--- config.mk ---
export PLATFORM = sky130hd
export DESIGN_NAME = display_scan_ctrl
export DESIGN_NICKNAME = d
export VERILOG_FILES = /design/src/rtl/display_scan_ctrl.sv
export SDC_FILE = /design/constraint.sdc
export NUM_CORES = 1
export LEC_CHECK = 0
export ABC_AREA = 0
export BUFFER_PORTS_ARGS = -buffer_cell sky130_fd_sc_hd__buf_2
export CORE_MARGIN = 2
export CORE_UTILIZATION = 35
export DETAILED_ROUTE_END_ITERATION = 10
export HOLD_SLACK_MARGIN = 0.1
export PLACE_DENSITY = 0.56
export SETUP_SLACK_MARGIN = 0.4
export SYNTH_ARGS = -nofsm -noshare
export SYNTH_HDL_FRONTEND = slang
export SYNTH_SLANG_ARGS = --single-unit
--- constraint.sdc ---
create_clock -name clk_i -period 2.55 [get_ports clk_i]
set_input_delay 0.255 -clock clk_i [delete_from_list [all_inputs] [get_ports clk_i]]
set_output_delay 0.255 -clock clk_i [all_outputs]
set_load 0.005 [all_outputs]
--- src/rtl/display_scan_ctrl.sv ---
// rtl/display_scan_ctrl.sv - time-multiplexed digit scan controller with frame-synchronous double buffering
module display_scan_ctrl #(
    parameter int DIGITS  = 8,
    parameter int CLK_DIV = 100000,
    parameter int GUARD   = 0
) (
    input  logic                  clk_i,
    input  logic                  rst_n_i,
    input  logic                  load_i,
    input  logic [4*DIGITS-1:0]   data_i,
    input  logic [DIGITS-1:0]     blank_i,
    output logic [3:0]            digit_o,
    output logic                  en_o,
    output logic [DIGITS-1:0]     sel_o,
    output logic                  frame_o,
    output logic                  pending_o
);

    localparam int PW = $clog2(CLK_DIV);
    localparam int IW = (DIGITS > 1) ? $clog2(DIGITS) : 1;
    localparam logic [PW-1:0] PRESC_MAX = PW'(CLK_DIV - 1);
    localparam logic [IW-1:0] IDX_MAX   = IW'(DIGITS - 1);

    logic [PW-1:0]         r_presc;
    logic [IW-1:0]         r_idx;
    logic [4*DIGITS-1:0]   r_shadow_data;
    logic [DIGITS-1:0]     r_shadow_blank;
    logic [4*DIGITS-1:0]   r_pend_data;
    logic [DIGITS-1:0]     r_pend_blank;
    logic                  r_bnd_d;

    logic                  w_tick;
    logic                  w_boundary;
    logic                  w_guard_ok;
    logic [3:0]            w_digit;
    logic                  w_blank;
    logic [DIGITS-1:0]     w_sel;

    assign w_tick     = (r_presc == PRESC_MAX);
    assign w_boundary = w_tick && (r_idx == IDX_MAX);

    generate
        if (GUARD == 0) begin : g_no_guard
            assign w_guard_ok = 1'b1;
        end else begin : g_guard
            assign w_guard_ok = (r_presc >= PW'(GUARD));
        end
    endgenerate

    always_comb begin
        w_digit = 4'h0;
        w_blank = 1'b1;
        w_sel   = '0;
        for (int k = 0; k < DIGITS; k++) begin
            if (r_idx == IW'(k)) begin
                w_digit  = r_shadow_data[4*k +: 4];
                w_blank  = r_shadow_blank[k];
                w_sel[k] = 1'b1;
            end
        end
    end

    always_ff @(posedge clk_i or negedge rst_n_i) begin
        if (!rst_n_i) begin
            r_presc        <= '0;
            r_idx          <= '0;
            r_shadow_data  <= '0;
            r_shadow_blank <= '1;
            r_pend_data    <= '0;
            r_pend_blank   <= '0;
            r_bnd_d        <= 1'b0;
            pending_o      <= 1'b0;
            digit_o        <= 4'h0;
            en_o           <= 1'b0;
            sel_o          <= '0;
            frame_o        <= 1'b0;
        end else begin
            r_presc <= w_tick ? '0 : r_presc + 1'b1;
            if (w_tick) begin
                r_idx <= (r_idx == IDX_MAX) ? '0 : r_idx + 1'b1;
            end

            sel_o   <= w_sel;
            digit_o <= w_digit;
            en_o    <= ~w_blank & w_guard_ok;

            // Boundary is delayed twice so frame_o rises together with sel_o on digit 0.
            r_bnd_d <= w_boundary;
            frame_o <= r_bnd_d;

            if (load_i && w_boundary) begin
                r_shadow_data  <= data_i;
                r_shadow_blank <= blank_i;
                pending_o      <= 1'b0;
            end else if (w_boundary && pending_o) begin
                r_shadow_data  <= r_pend_data;
                r_shadow_blank <= r_pend_blank;
                pending_o      <= 1'b0;
            end else if (load_i) begin
                r_pend_data    <= data_i;
                r_pend_blank   <= blank_i;
                pending_o      <= 1'b1;
            end
        end
    end

endmodule

==> summary.md <==
| Metric | Value |
|---|---|
| RSZ-0062 raised after global routing | true |
| Num CTS Buffers | 17 |
| GP Congestion | between 0.8 and 0.9 |
| Antenna diodes | 0 |
| Pre-CTS WS | 409 ps |
| Area of the mapped netlist | ~5600 um2 |
| DR DRC count | 0 |
| Status | finished, final reports clean |
| Pwr Density | ~700 nW/um2 |
| DRT antenna net count | 0 |
| Worst setup SP type | flip-flop |
| Area grow syn2layout | 27.7% |
| Crit path DAT | between 2000 and 2500 ps |
| Die Wd | approximately 130 um |
| Max clock buf depth | 2 |
| Die area | 17100 um2 |
| Synth Register Bits | approximately 120 |
| Warnings, synthesis | 0 |
| Worst-path clk slew | approximately 50 ps |
| Clock root buffer | clkbuf_16 |
| Clock sink count | between 100 and 150 |
| Global Route Usage Sum | 0.168 |
| Fraction of layout cells with a size suffix above 1 | 0.263 |
| Routed len/inst | about 16 um |
| Worst Path Required | roughly 2800 ps |
| Util after Layout | 0.455 |
| Most common cell after layout, fill and taps aside | dfrtp_1 |
| Period utilization | 0.801 |
| Initial antenna violation count | 0 |
| Gate Count Post-Synth | roughly 500 |
| Slowest cell delay on critical path | around 400 ps |
| Core Box Area | about 16000 um2 |
| Drt first pass iters | 4 |
| FILL cells | between 1500 and 2000 |
| Reg area | about 2900 um2 |
| Via density per instance | 5.14 |
| GR Overflow Total | 0 |
| Total wire length | approximately 14000 um |
| Number of global-route vias before repair | around 4300 |
| F_max | approximately 0.49 GHz |
| Sequential share of the synthesized area | 0.518 |
| Crit Path Category | reg2reg |
| CP Cell Sequence | ha_1 -> and4_2 -> nand4_4 -> buf_6 -> nor3_2 -> buf_4 -> a221oi_1 |
| Vias | between 4000 and 5000 |
| Max-cap violation count | 0 |
| Final Skew | roughly 12 ps |
| NumNets Final | 642 |
| Initial DRC Count | between 200 and 300 |
| Port Buffers | 57 |
| CTS tree | done |
| Clk_lat worst skew | ~420 ps |
| Fin Hold WS | about 110 ps |
| Worst vdd ir | approximately 460 uV |
| Post-route setup TNS | 0 ps |
| Cell leakage power | 3.10 nW |
| Final hold violation count | 0 |
| Post-synth EDFFs | 0 |
| Period minus WS final | roughly 2000 ps |
| Ports | 58 |
| First-pass GRT wire length | between 20000 and 25000 um |
| Worst-margin pin slew | roughly 700 ps |
| # rows | 46 |
| Multi-input logic area | about 2400 um2 |
| Final setup fails | 0 |
| Die H | between 100 and 150 um |
| Critical-path cell with the highest stage delay | dfrtp_1 |
| Commonest cells after routing, fill and taps aside | dfrtp_1, buf_2, dlygate4sd3_1 |
| Unique masters post-synth | between 50 and 60 |
| Post-detail-place hpwl | around 9100 um |
| Avg Inst Size Synth | between 10 and 15 um2 |
| Post-synth ARST share | 1.00 |
| Max Slew Vio Count | 0 |
| Critical path endpoint category | flip-flop |
| H-Tree Depth | 4 |
| Class of the worst hold path | in2reg |
| Largest net degree at the start of global routing | between 60 and 70 |
| Post-Syn Nets | ~550 |
| Initial core utilization | 0.357 |
| Crit Path Max Fanout | 22 |
| Worst setup slack after layout | 507 ps |
| Worst slew margin | 0.532 |
| Main synth FF type | dfrtp_1 |
[path summary, 6_finish.rpt]
path / from / endpoint / slack, ps / cells after the start
max: r_presc[0] / r_shadow_data[23] / 510 / 7
min: data_i[31] / r_shadow_data[31] / 110 / 2
max reg2reg: r_presc[0] / r_shadow_data[23] / 510 / 7
min reg2reg: r_bnd_d / frame_o / 350 / 0
max in group asynchronous: rst_n_i / r_shadow_blank[0] / 1500 / 3
min in group asynchronous: rst_n_i / r_pend_data[14] / 270 / 2
[logic make-up after synthesis]
logic type                 synth area share
AOI/OAI and AO/OA                     0.174
and+or+nand+nor                       0.136
DFF                                   0.518
buffers and inverters                0.0554
muxes                                0.0801
xor gates and xnor gates             0.0218
adders and majority gates            0.0156
[layer usage]
layer  wire length, um  global-route usage
met1              6530               0.228
met5                 0                   0
met2              6330               0.268
met3               547              0.0456
met4               124              0.0451
[synth_stat cells (all sizes together), types with 2 or more instances]
master   count  area, um2
nor2b        3       18.8
o22ai       19        119
inv         25       93.8
o21ai        6       41.3
a32o         2       20.0
nand4        6       52.6
and4         6       52.6
a221o        3       30.0
ha           7       87.6
a31oi       24        150
and3         5       31.3
mux2        40        450
nor3b        2       15.0
xnor2        6       52.6
o41a         2       22.5
nor4b        2       47.6
nand3b      19        146
a2bb2oi      2       17.5
and2        27        169
clkbuf      27        101
nor4         2       12.5
a21oi       28        140
o2bb2ai     24        210
dfstp        8        210
o311ai       2       17.5
a211oi       3       22.5
dfrtp      108       2700
nand2b       6       37.5
buf         16        113
nand2       10       40.0
nor2        16       60.1
xor2         8       70.1
a221oi      18        158
nand3        7       35.0
[sequential cells by signal, summed over array words and instances, names as in the netlist]
name / flops
sel_o: 8
r_presc: 17
r_bnd_d: 1
en_o: 1
digit_o: 4
r_shadow_blank: 8
r_shadow_data: 32
r_pend_data: 32
pending_o: 1
r_idx: 3
r_pend_blank: 8
frame_o: 1
[where the power goes]
| group | internal, mW | switching (mW) |
|---|---|---|
| sequential | 1.96 | 0.0691 |
| clock | 1.70 | 0.824 |
| combinational | 0.201 | 0.159 |
| total | 3.86 | 1.05 |
[through the flow]
step | cells | cell area (um2) | power (mW)
2_1_floorplan | 499 | 5630 | 2.23
3_3_place_gp | 750 | 6150 | 2.36
3_5_place_dp | 750 | 6150 | 2.38
4_1_cts | 821 | 7170 | 4.97
5_1_grt | 821 | 7180 | 5.12
6_report | 821 | 7180 | 4.92
[worst max-delay path: cells and delay by family (launching register included)]
family,cells,cell delay (ps)
and+or+nand+nor,3,510
buffers and inverters,2,430
DFF,1,400
AOI/OAI and AO/OA,1,330
adders and majority gates,1,240
[layout make-up]
class / count / share of cell area
clock inverter: 10 / 0.0213
tap: 216 / 0.0376
multi-input combinational: 314 / 0.335
timing repair buffer: 117 / 0.121
clock buffer: 22 / 0.0660
inverter: 26 / 0.0136
sequential: 116 / 0.406
[what timing repair did]
item / CTS / global route
hold buffers: 39 / 0
gates resized for setup: 1 / 3
buffers inserted: 0 / 0
endpoints found under the setup margin: 1 / 27
hold endpoints to repair: 114 / 0
Power figures use the tool's default switching activity.
